$ cat src/rtl/commit_unit_pkg.sv
// Shared types and constants for the commit unit slice.
package commit_unit_pkg;

   localparam int unsigned ARCH_REGS = 32;
   localparam int unsigned AREG_W    = $clog2(ARCH_REGS);
   localparam int unsigned PHYS_W    = 6;
   localparam int unsigned ROB_W     = 5;

   typedef struct packed {
      logic              uses_rd;
      logic [AREG_W-1:0] rd_arch;
      logic [PHYS_W-1:0] pd_new;
      logic [PHYS_W-1:0] pd_old;
      logic              is_store;
   } rob_entry_t;

   typedef enum logic [1:0] {
      C_RUN,
      C_FLUSH,
      C_RESTORE
   } commit_state_t;

   // An entry frees pd_old and remaps the ARAT only when it writes a real register.
   function automatic logic entry_needs_free(input rob_entry_t e);
      return e.uses_rd && (e.rd_arch != '0);
   endfunction

endpackage

$ cat src/rtl/commit_unit_if.sv
// Commit-side bus: ROB head handshake, free list release, store release,
// flush request/notify, ARAT replay and ARAT debug lookup.
interface commit_unit_if
   import commit_unit_pkg::*;
#(
   parameter int unsigned PHYS_W_P = PHYS_W,
   parameter int unsigned ROB_W_P  = ROB_W
) ();

   logic                commit_valid;
   logic                commit_ready;
   rob_entry_t          commit_entry;
   logic [ROB_W_P-1:0]  commit_rob_idx;

   logic                free_valid;
   logic                free_ready;
   logic [PHYS_W_P-1:0] free_pd;

   logic                st_commit_valid;
   logic                st_commit_ready;
   logic [ROB_W_P-1:0]  st_commit_rob_idx;

   logic                flush_req;
   logic                flush_ack;
   logic                flush_valid;
   logic [ROB_W_P-1:0]  flush_rob_idx;

   logic                restore_valid;
   logic [AREG_W-1:0]   restore_arch;
   logic [PHYS_W_P-1:0] restore_pd;
   logic                restore_done;

   logic [AREG_W-1:0]   rat_dbg_arch;
   logic [PHYS_W_P-1:0] rat_dbg_pd;

   // Commit unit side.
   modport slave (
      input  commit_valid, commit_entry, commit_rob_idx, free_ready, st_commit_ready,
             flush_req, rat_dbg_arch,
      output commit_ready, free_valid, free_pd, st_commit_valid, st_commit_rob_idx,
             flush_ack, flush_valid, flush_rob_idx, restore_valid, restore_arch,
             restore_pd, restore_done, rat_dbg_pd
   );

   // ROB / free list / LSQ / rename side.
   modport master (
      output commit_valid, commit_entry, commit_rob_idx, free_ready, st_commit_ready,
             flush_req, rat_dbg_arch,
      input  commit_ready, free_valid, free_pd, st_commit_valid, st_commit_rob_idx,
             flush_ack, flush_valid, flush_rob_idx, restore_valid, restore_arch,
             restore_pd, restore_done, rat_dbg_pd
   );

endinterface

$ cat src/rtl/commit_unit_arch_rat.sv
// Architectural RAT: one write port, two combinational read ports, identity on reset.
module arch_rat
   import commit_unit_pkg::*;
#(
   parameter int unsigned PHYS_W_P = PHYS_W
) (
   input  logic                clk,
   input  logic                rst,
   input  logic                we,
   input  logic [AREG_W-1:0]   waddr,
   input  logic [PHYS_W_P-1:0] wdata,
   input  logic [AREG_W-1:0]   raddr_a,
   output logic [PHYS_W_P-1:0] rdata_a,
   input  logic [AREG_W-1:0]   raddr_b,
   output logic [PHYS_W_P-1:0] rdata_b
);

   logic [PHYS_W_P-1:0] map_q [ARCH_REGS];
   logic [PHYS_W_P-1:0] map_d [ARCH_REGS];

   // Apply the single write; x0 stays hard-wired to its identity mapping.
   always_comb begin
      map_d = map_q;
      if (we && (waddr != '0)) begin
         map_d[waddr] = wdata;
      end
   end

   // Mapping storage, identity after reset.
   always_ff @(posedge clk or posedge rst) begin
      if (rst) begin
         for (int unsigned i = 0; i < ARCH_REGS; i++) begin
            map_q[i] <= PHYS_W_P'(i);
         end
      end else begin
         map_q <= map_d;
      end
   end

   assign rdata_a = map_q[raddr_a];
   assign rdata_b = map_q[raddr_b];

endmodule

$ cat src/rtl/commit_unit.sv
// In-order retirement of the ROB head, ARAT ownership, flush and ARAT replay.
module commit_unit
   import commit_unit_pkg::*;
#(
   parameter int unsigned PHYS_W_P = PHYS_W,
   parameter int unsigned ROB_W_P  = ROB_W,
   parameter int unsigned CNT_W    = 64
) (
   input  logic             clk,
   input  logic             rst,
   commit_unit_if.slave     cu,
   output logic [CNT_W-1:0] retired_cnt
);

   // One extra bit lets the counter reach ARCH_REGS, the done cycle after the last beat.
   localparam int unsigned CTR_W = AREG_W + 1;

   commit_state_t       state_q, state_d;
   logic [CTR_W-1:0]    ctr_q, ctr_d;
   logic [CNT_W-1:0]    cnt_q, cnt_d;
   logic [ROB_W_P-1:0]  fidx_q, fidx_d;
   logic                needs_free;
   logic                commit_fire;
   logic [PHYS_W_P-1:0] replay_pd;

   assign needs_free  = entry_needs_free(cu.commit_entry);
   assign commit_fire = cu.commit_valid && cu.commit_ready;

   arch_rat #(.PHYS_W_P(PHYS_W_P)) u_arat (
      .clk     (clk),
      .rst     (rst),
      .we      (commit_fire && needs_free),
      .waddr   (cu.commit_entry.rd_arch),
      .wdata   (PHYS_W_P'(cu.commit_entry.pd_new)),
      .raddr_a (cu.rat_dbg_arch),
      .rdata_a (cu.rat_dbg_pd),
      .raddr_b (ctr_q[AREG_W-1:0]),
      .rdata_b (replay_pd)
   );

   // FSM state and replay counter register.
   always_ff @(posedge clk or posedge rst) begin
      if (rst) begin
         state_q <= C_RUN;
         ctr_q   <= '0;
      end else begin
         state_q <= state_d;
         ctr_q   <= ctr_d;
      end
   end

   // Next state: flush request wins in RUN; replay walks arch regs 1..ARCH_REGS-1.
   always_comb begin
      state_d = state_q;
      ctr_d   = ctr_q;
      unique case (state_q)
         C_RUN: begin
            if (cu.flush_req) state_d = C_FLUSH;
         end
         C_FLUSH: begin
            state_d = C_RESTORE;
            ctr_d   = CTR_W'(1);
         end
         C_RESTORE: begin
            if (ctr_q == CTR_W'(ARCH_REGS)) state_d = C_RUN;
            else                            ctr_d   = ctr_q + CTR_W'(1);
         end
         default: state_d = C_RUN;
      endcase
   end

   // Outputs: handshakes only in RUN, and nothing is offered while reset is held.
   always_comb begin
      cu.commit_ready    = 1'b0;
      cu.free_valid      = 1'b0;
      cu.st_commit_valid = 1'b0;
      cu.flush_ack       = 1'b0;
      cu.flush_valid     = 1'b0;
      cu.restore_valid   = 1'b0;
      cu.restore_done    = 1'b0;
      if (!rst) begin
         unique case (state_q)
            C_RUN: begin
               cu.commit_ready    = !cu.flush_req
                                    && (!needs_free || cu.free_ready)
                                    && (!cu.commit_entry.is_store || cu.st_commit_ready);
               cu.free_valid      = cu.commit_valid && needs_free;
               cu.st_commit_valid = cu.commit_valid && cu.commit_entry.is_store;
               cu.flush_ack       = cu.flush_req;
            end
            C_FLUSH: cu.flush_valid = 1'b1;
            C_RESTORE: begin
               if (ctr_q == CTR_W'(ARCH_REGS)) cu.restore_done  = 1'b1;
               else                            cu.restore_valid = 1'b1;
            end
            default: ;
         endcase
      end
   end

   assign cu.free_pd           = PHYS_W_P'(cu.commit_entry.pd_old);
   assign cu.st_commit_rob_idx = cu.commit_rob_idx;
   assign cu.restore_arch      = ctr_q[AREG_W-1:0];
   assign cu.restore_pd        = replay_pd;
   assign cu.flush_rob_idx     = fidx_q;
   assign retired_cnt          = cnt_q;

   // Retirement bookkeeping: count and remember the index of the last retired entry.
   always_comb begin
      cnt_d  = cnt_q;
      fidx_d = fidx_q;
      if (commit_fire) begin
         cnt_d  = cnt_q + CNT_W'(1);
         fidx_d = cu.commit_rob_idx;
      end
   end

   // Retirement bookkeeping register.
   always_ff @(posedge clk or posedge rst) begin
      if (rst) begin
         cnt_q  <= '0;
         fidx_q <= '0;
      end else begin
         cnt_q  <= cnt_d;
         fidx_q <= fidx_d;
      end
   end

endmodule

$ cat src/flat_wrapper.sv
// flat-port wrapper written by rule: the top's interface ports become plain ports
module commit_unit_flat import commit_unit_pkg::*;
#(
   parameter int unsigned PHYS_W_P = PHYS_W,
   parameter int unsigned ROB_W_P  = ROB_W,
   parameter int unsigned CNT_W    = 64
)
  (clk, rst, retired_cnt, cu_commit_valid, cu_commit_entry, cu_commit_rob_idx, cu_free_ready, cu_st_commit_ready, cu_flush_req, cu_rat_dbg_arch, cu_commit_ready, cu_free_valid, cu_free_pd, cu_st_commit_valid, cu_st_commit_rob_idx, cu_flush_ack, cu_flush_valid, cu_flush_rob_idx, cu_restore_valid, cu_restore_arch, cu_restore_pd, cu_restore_done, cu_rat_dbg_pd);
  commit_unit_if #(.PHYS_W_P(PHYS_W_P), .ROB_W_P(ROB_W_P)) cu_i ();
  input  logic clk;
  input  logic rst;
  output logic [CNT_W-1:0] retired_cnt;
  input wire logic [$bits(cu_i.commit_valid)-1:0] cu_commit_valid;
  input wire logic [$bits(cu_i.commit_entry)-1:0] cu_commit_entry;
  input wire logic [$bits(cu_i.commit_rob_idx)-1:0] cu_commit_rob_idx;
  input wire logic [$bits(cu_i.free_ready)-1:0] cu_free_ready;
  input wire logic [$bits(cu_i.st_commit_ready)-1:0] cu_st_commit_ready;
  input wire logic [$bits(cu_i.flush_req)-1:0] cu_flush_req;
  input wire logic [$bits(cu_i.rat_dbg_arch)-1:0] cu_rat_dbg_arch;
  output wire logic [$bits(cu_i.commit_ready)-1:0] cu_commit_ready;
  output wire logic [$bits(cu_i.free_valid)-1:0] cu_free_valid;
  output wire logic [$bits(cu_i.free_pd)-1:0] cu_free_pd;
  output wire logic [$bits(cu_i.st_commit_valid)-1:0] cu_st_commit_valid;
  output wire logic [$bits(cu_i.st_commit_rob_idx)-1:0] cu_st_commit_rob_idx;
  output wire logic [$bits(cu_i.flush_ack)-1:0] cu_flush_ack;
  output wire logic [$bits(cu_i.flush_valid)-1:0] cu_flush_valid;
  output wire logic [$bits(cu_i.flush_rob_idx)-1:0] cu_flush_rob_idx;
  output wire logic [$bits(cu_i.restore_valid)-1:0] cu_restore_valid;
  output wire logic [$bits(cu_i.restore_arch)-1:0] cu_restore_arch;
  output wire logic [$bits(cu_i.restore_pd)-1:0] cu_restore_pd;
  output wire logic [$bits(cu_i.restore_done)-1:0] cu_restore_done;
  output wire logic [$bits(cu_i.rat_dbg_pd)-1:0] cu_rat_dbg_pd;
  assign cu_i.commit_valid = cu_commit_valid;
  assign cu_i.commit_entry = cu_commit_entry;
  assign cu_i.commit_rob_idx = cu_commit_rob_idx;
  assign cu_i.free_ready = cu_free_ready;
  assign cu_i.st_commit_ready = cu_st_commit_ready;
  assign cu_i.flush_req = cu_flush_req;
  assign cu_i.rat_dbg_arch = cu_rat_dbg_arch;
  assign cu_commit_ready = cu_i.commit_ready;
  assign cu_free_valid = cu_i.free_valid;
  assign cu_free_pd = cu_i.free_pd;
  assign cu_st_commit_valid = cu_i.st_commit_valid;
  assign cu_st_commit_rob_idx = cu_i.st_commit_rob_idx;
  assign cu_flush_ack = cu_i.flush_ack;
  assign cu_flush_valid = cu_i.flush_valid;
  assign cu_flush_rob_idx = cu_i.flush_rob_idx;
  assign cu_restore_valid = cu_i.restore_valid;
  assign cu_restore_arch = cu_i.restore_arch;
  assign cu_restore_pd = cu_i.restore_pd;
  assign cu_restore_done = cu_i.restore_done;
  assign cu_rat_dbg_pd = cu_i.rat_dbg_pd;
  commit_unit #(.PHYS_W_P(PHYS_W_P), .ROB_W_P(ROB_W_P), .CNT_W(CNT_W)) u_core (.clk(clk), .rst(rst), .cu(cu_i), .retired_cnt(retired_cnt));
endmodule
$ cat config.mk
export PLATFORM = sky130hd
export DESIGN_NAME = commit_unit_flat
export DESIGN_NICKNAME = d
export VERILOG_FILES = /design/src/rtl/commit_unit_pkg.sv /design/src/rtl/commit_unit_if.sv /design/src/rtl/commit_unit_arch_rat.sv /design/src/rtl/commit_unit.sv /design/src/flat_wrapper.sv
export SDC_FILE = /design/constraint.sdc
export NUM_CORES = 1
export LEC_CHECK = 0
export CAP_MARGIN = 20
export CORE_MARGIN = 3
export CORE_UTILIZATION = 45
export CTS_BUF_LIST = sky130_fd_sc_hd__clkbuf_4 sky130_fd_sc_hd__clkbuf_8
export DETAILED_ROUTE_END_ITERATION = 10
export DONT_BUFFER_PORTS = 1
export PLACE_DENSITY = 0.63
export SKIP_CTS_REPAIR_TIMING = 1
export SLEW_MARGIN = 40
export SYNTH_ARGS = -nofsm -noshare
export SYNTH_HDL_FRONTEND = slang
export SYNTH_SLANG_ARGS = --single-unit
$ cat constraint.sdc
create_clock -name clk -period 9.25 [get_ports clk]
set_input_delay 2.3125 -clock clk [delete_from_list [all_inputs] [get_ports clk]]
set_output_delay 2.3125 -clock clk [all_outputs]
set_load 0.02 [all_outputs]
==> results of run 1 <==
-- cells in the final DEF, fill, tap and decap left out, types with 10 or more instances in the layout --
cell and count:
and3_1 18, clkbuf_4 28, clkbuf_8 59, dfrtp_1 186, dfstp_2 80, mux2_2 205
mux2i_1 34, mux4_2 87, nand2_1 95, nand3_1 28, nand4_1 26, nor2_1 56
nor3_1 10, o22ai_1 23, xnor2_1 44, xor2_1 19
-- synthesized netlist by cell type, types with 23 or more instances --
| master | instances | area share [%] |
|---|---|---|
| nand4_1 | 26 | 1.1 |
| nand2_1 | 95 | 2.5 |
| dfstp_2 | 80 | 15 |
| o22ai_1 | 23 | 1.0 |
| mux2_2 | 205 | 16 |
| nor2_1 | 58 | 1.5 |
| clkbuf_1 | 52 | 1.4 |
| nand3_1 | 28 | 0.98 |
| mux2i_1 | 34 | 2.4 |
| mux4_2 | 87 | 14 |
| dfrtp_1 | 189 | 33 |
| xnor2_1 | 44 | 2.7 |
-- cell type report --
| class | count | area share, % |
|---|---|---|
| inverters | 9 | 0.242 |
| clock inverters | 2 | 0.0966 |
| flip-flops and latches | 269 | 44.0 |
| clock buffers | 87 | 6.58 |
| multi-input cells | 726 | 45.2 |
| well taps | 396 | 3.19 |
| repair buffers | 9 | 0.693 |
-- power breakdown --
part	switching, mW	total (mW)	internal (mW)
clock	0.488	1.17	0.686
sequential	0.102	1.33	1.23
combinational	0.301	0.490	0.189
-- cell families (layout without fill, tap and decap cells) --
kind of cell	Yosys count	count (layout)	share of synthesized area, %
buf+inv	103	107	3.28
simple gates	288	288	10.3
mux	326	326	32.3
fa+ha+maj	3	3	0.263
xor+xnor	63	63	3.86
compound gates	46	46	2.24
flops	269	269	47.8
-- stage by stage --
stage | std cells | util, %
after floorplan | 1098 | -
final | 1498 | 50.3
after global placement | 1407 | 46.6
after global routing | 1498 | 50.3
after CTS | 1498 | 50.2
after detailed placement | 1409 | 46.9
-- layer usage --
metal | wire (um) | vias to the layer above | share of wire [%] | global-route usage, %
li1 | - | 3981 | - | -
met5 | 0 | - | 0 | 0
met3 | 3840 | 77 | 10 | 8.70
met4 | 1090 | 0 | 2.9 | 7.89
met2 | 16600 | 368 | 44 | 32.8
met1 | 15800 | 4680 | 42 | 30.3
-- critical path: cells and delay by family --
| family | cells | cell delay, ns |
|---|---|---|
| simple gates | 2 | 0.58 |
| mux | 2 | 0.90 |
-- flip-flops by register name, indices dropped and copies added (netlist names) --
| signal | count |
|---|---|
| u_core.u_arat.map_q | 192 |
| u_core.retired_cnt | 64 |
| u_core.ctr_q | 6 |
| u_core.cu.flush_rob_idx | 5 |
| u_core.state_q | 2 |
-- worst min path at each step --
stage / start / to / slack [ns]
floorplan: u_core.u_arat.map_q[186]$_DFFE_PP0P_ / u_core.u_arat.map_q[186]$_DFFE_PP0P_ / 0.44
global placement: u_core.u_arat.map_q[187]$_DFFE_PP0P_ / u_core.u_arat.map_q[187]$_DFFE_PP0P_ / 0.38
detailed placement: u_core.u_arat.map_q[187]$_DFFE_PP0P_ / u_core.u_arat.map_q[187]$_DFFE_PP0P_ / 0.39
CTS: u_core.u_arat.map_q[187]$_DFFE_PP0P_ / u_core.u_arat.map_q[187]$_DFFE_PP0P_ / 0.40
global route: u_core.u_arat.map_q[186]$_DFFE_PP0P_ / u_core.u_arat.map_q[186]$_DFFE_PP0P_ / 0.41
finish: u_core.u_arat.map_q[187]$_DFFE_PP0P_ / u_core.u_arat.map_q[187]$_DFFE_PP0P_ / 0.40
==> metrics.txt, run 1 <==
run status finished, final reports clean; minimum clock period 6.14 ns; WL per Instance 24.9 um; clock buffer depth 3; routed vias/inst 6.08; max-cap viol count 0; Final nets 1,101; Critical Path RT 6.94 ns; Sink Count 269; CTS Root Cell clkbuf_8; drt drc 0; RSZ-0062 raised after global routing false; FF-to-FF path depth 6; Reg-to-Reg End u_core.u_arat.map_q[147]$_DFFE_PP0P_; vias in the first global route 9,477; Top Ports 139; CP Capture Type primary output; fillers 2,706; Worst Hold Class register to register; Worst-Margin Slew 0.875 ns; Final Instance Area 15,500 um2; final antenna-violating net count 0; DP Area 14,500 um2; routability cong. 0.932; Place WS 3.17 ns; Worst setup SP type input port; via count 9,106; first-pass GRT wire length 57,800 um; drt pass-1 iters 5; CP Cell Sequence mux4_2, mux2i_1, nor2_1, or3_1; Initial Util 46.2%; CP peak stage delay 0.50 ns; crit path from cu_rat_dbg_arch[1]; Final HPWL DP 25,300 um; CORE AREA 30,900 um2; Final Routed Wirelength 37,300 um; synthesized cell area 14,300 um2; Post-Synthesis Cells 1,098; Ant. Diodes 0; Setup crit end cu_rat_dbg_pd[0]; sequential area share after synthesis 47.8%; share of post-route cells with drive strength above 1 44.5%; PwrDens 193 nW/um2; # H-tree levels 2; clk slew on worst S/H paths 0.06 ns; chip height 184 um; final setup fails 0; WS Path Type input port to primary output; Pleak 6.86 nW; Worst-Skew Late Latency 0.58 ns; maximum vdd drop 0.108 mV; Rows 64; first-iteration detailed-routing DRC count 728; register area 6840 um2; Most used DFF post-synth dfrtp_1; Post-synth EDFFs 0; setup TNS 0 ns; Final Total Pwr 2.99 mW; CP arrival 3.82 ns; Die W 184 um; Multi-input gate area 7020 um2; skew final 0.0232 ns; critical path's slowest cell or3_1; final slew viol count 0; hold depth 0; CTS Buf Count 48; worst relative slew slack 41.4%; Worst Path Max Fanout 48; Tot GR Track Use 22.3%; Reg2Reg Launch Point u_core.state_q[1]$_DFFE_PP0P_; initial antenna violation count 0; Post-synth ARST share 100%; P&R area growth vs syn 8.78%; synthesized flop and latch total 269; Hold Slack 0.397 ns; largest net degree at the start of global routing 92; synth unique cells 51; reg-to-reg setup timing slack 5.37 ns; synth warn 0; Final WS setup 3.11 ns; PortBufs 0; Final Hold Viols 0; syn_nets 1,136; final period utilization 66.3%; grt ovf 0; Die ar. 33,900 um2; Mapped Avg Cell Area 13.0 um2; CTS tree done; fmax 0.163 GHz
No activity file was read; power rests on OpenSTA's default activity.
==> inputs of run 2 (changes only) <==
--- a/config.mk
+++ b/config.mk
@@ -11,7 +11,7 @@
 export CTS_BUF_LIST = sky130_fd_sc_hd__clkbuf_4 sky130_fd_sc_hd__clkbuf_8
 export DETAILED_ROUTE_END_ITERATION = 10
 export DONT_BUFFER_PORTS = 1
-export PLACE_DENSITY = 0.63
+export PLACE_DENSITY = 0.61
 export SKIP_CTS_REPAIR_TIMING = 1
 export SLEW_MARGIN = 40
 export SYNTH_ARGS = -nofsm -noshare
==> constraint.sdc (replaced) <==
create_clock -name clk -period 5.65 [get_ports clk]
set_input_delay 1.4125 -clock clk [delete_from_list [all_inputs] [get_ports clk]]
set_output_delay 1.4125 -clock clk [all_outputs]
set_load 0.02 [all_outputs]
==> run 2 against run 1 <==
  * Sequential share of layout area hardly changed
  * Die area unchanged
  * Flip-flop and latch count stayed put
  * Global-route usage grew 0.79 points
  * Critical endpoint is now cu_restore_done
  * Clock power grew 62%
  * Clock-buffer cell count decreased by 7
  * Wire length is 3.9% higher
  * Non-clock buffer count grew 4
  * Critical path type is now register to primary output
  * Sequential power increased by 66%
  * Largest power group unchanged
  * Worst setup slack worse by 1.8 ns
==> metrics.txt, run 2 (synthesis results as in run 1) <==
clock share of power 38.7%; # H-tree levels 2; max reg flops 192; Worst setup SP type register; minimum clock period 4.39 ns; PwrDens 314 nW/um2; final setup fails 0; Flop pwr share 45.4%; Final Routed Wirelength 38,800 um; Die W 184 um; Placed Cells incl. Taps 1,412; via count 9,198; first-iteration detailed-routing DRC count 896; Non-Filler Instances 1,500; skew final 0.0232 ns; Gate power share 16.0%; Final nets 1,104; Sink Count 269; routed vias/inst 6.13; CP Capture Type primary output; maximum vdd drop 0.194 mV; Hold Slack 0.395 ns; Pleak 6.88 nW; vias in the first global route 9,416; Worst Path Max Fanout 31; Pint 3.41 mW; Largest Register u_core.u_arat.map_q; most common cell after layout, fill and taps aside mux2_2; chip height 184 um; final antenna-violating net count 0; Die ar. 33,900 um2; WS Path Type register to primary output; run status finished, final reports clean; Final WS setup 1.26 ns; final slew viol count 0; hold depth 0; CORE AREA 30,900 um2; Final Total Pwr 4.88 mW; Worst Hold Class register to register; Sw Share 30.2%; CP arrival 2.97 ns; CTS Buf Count 47; clock buffer depth 3; worst relative slew slack 42.3%; Critical Path RT 4.24 ns; PortBufs 0; Ant. Diodes 0; DP Area 14,500 um2; drt drc 0; fmax 0.228 GHz; CTS tree done; reg-to-reg setup timing slack 2.36 ns; first-pass GRT wire length 59,400 um; max-cap viol count 0; fillers 2,736; Place WS 1.45 ns; Final Util 50.2%; P&R area growth vs syn 8.73%; FF-to-FF path depth 6; drt pass-1 iters 5; RSZ-0062 raised after global routing false; Tot GR Track Use 23.1%; Initial Util 46.2%; routability cong. 0.882; share of post-route cells with drive strength above 1 44.6%; P_sw 1.47 mW; Final Instance Area 15,500 um2; Final Hold Viols 0; final period utilization 77.6%; most frequent cells in the layout 205 x mux2_2, 186 x dfrtp_1, 95 x nand2_1; WL per Instance 25.8 um; CTS Root Cell clkbuf_8; Top Ports 139; setup TNS 0 ns; Rows 64; Worst-Margin Slew 0.864 ns; largest net degree at the start of global routing 86; initial antenna violation count 0; Final HPWL DP 26,200 um; Worst-Skew Late Latency 0.58 ns; clk slew on worst S/H paths 0.06 ns; grt ovf 0
[run 2: worst max-delay path, stage by stage (launching register included)]
cell     delay, ns
dfrtp_4       0.62
buf_12        0.23
buf_4         0.29
inv_1         0.14
ha_1          0.15
nand2_1       0.06
or4_1         0.49
nor2_1        0.43
[run 2: layout make-up]
cell class	instances	area [um2]	share of cell area (%)
multi-input cells	726	7010	45.1
flip-flops and latches	269	6840	44.0
clock buffers	80	976	6.28
well taps	396	495	3.19
repair buffers	13	143	0.918
inverters	9	37.5	0.242
clock inverters	7	35.0	0.226
[run 2: metal layers]
layer,GRT usage [%],part of all wire [%]
met3,8.29,10
met5,0,0
met1,32.5,43
met2,34.4,45
met4,5.56,1.8
[run 2: power by group through the flow]
stage	clock network (mW)	logic (mW)	registers, mW
6_report	1.89	0.781	2.21
3_3_place_gp	0	0.712	2.29
2_1_floorplan	0	0.734	2.11
3_5_place_dp	0	0.724	2.29
5_1_grt	2.04	0.843	2.23
4_1_cts	1.95	0.726	2.26
[run 2: worst paths after layout]
path | from | endpoint
hold / removal | u_core.u_arat.map_q[186]$_DFFE_PP0P_ | u_core.u_arat.map_q[186]$_DFFE_PP0P_
hold reg to reg | u_core.u_arat.map_q[186]$_DFFE_PP0P_ | u_core.u_arat.map_q[186]$_DFFE_PP0P_
min in group asynchronous | rst | u_core.u_arat.map_q[115]$_DFFE_PP0P_
setup reg to reg | u_core.state_q[1]$_DFFE_PP0P_ | u_core.u_arat.map_q[170]$_DFFE_PP0P_
setup / recovery | u_core.ctr_q[1]$_DFFE_PP0P_ | cu_restore_done
max in group asynchronous | rst | u_core.u_arat.map_q[84]$_DFFE_PP1P_
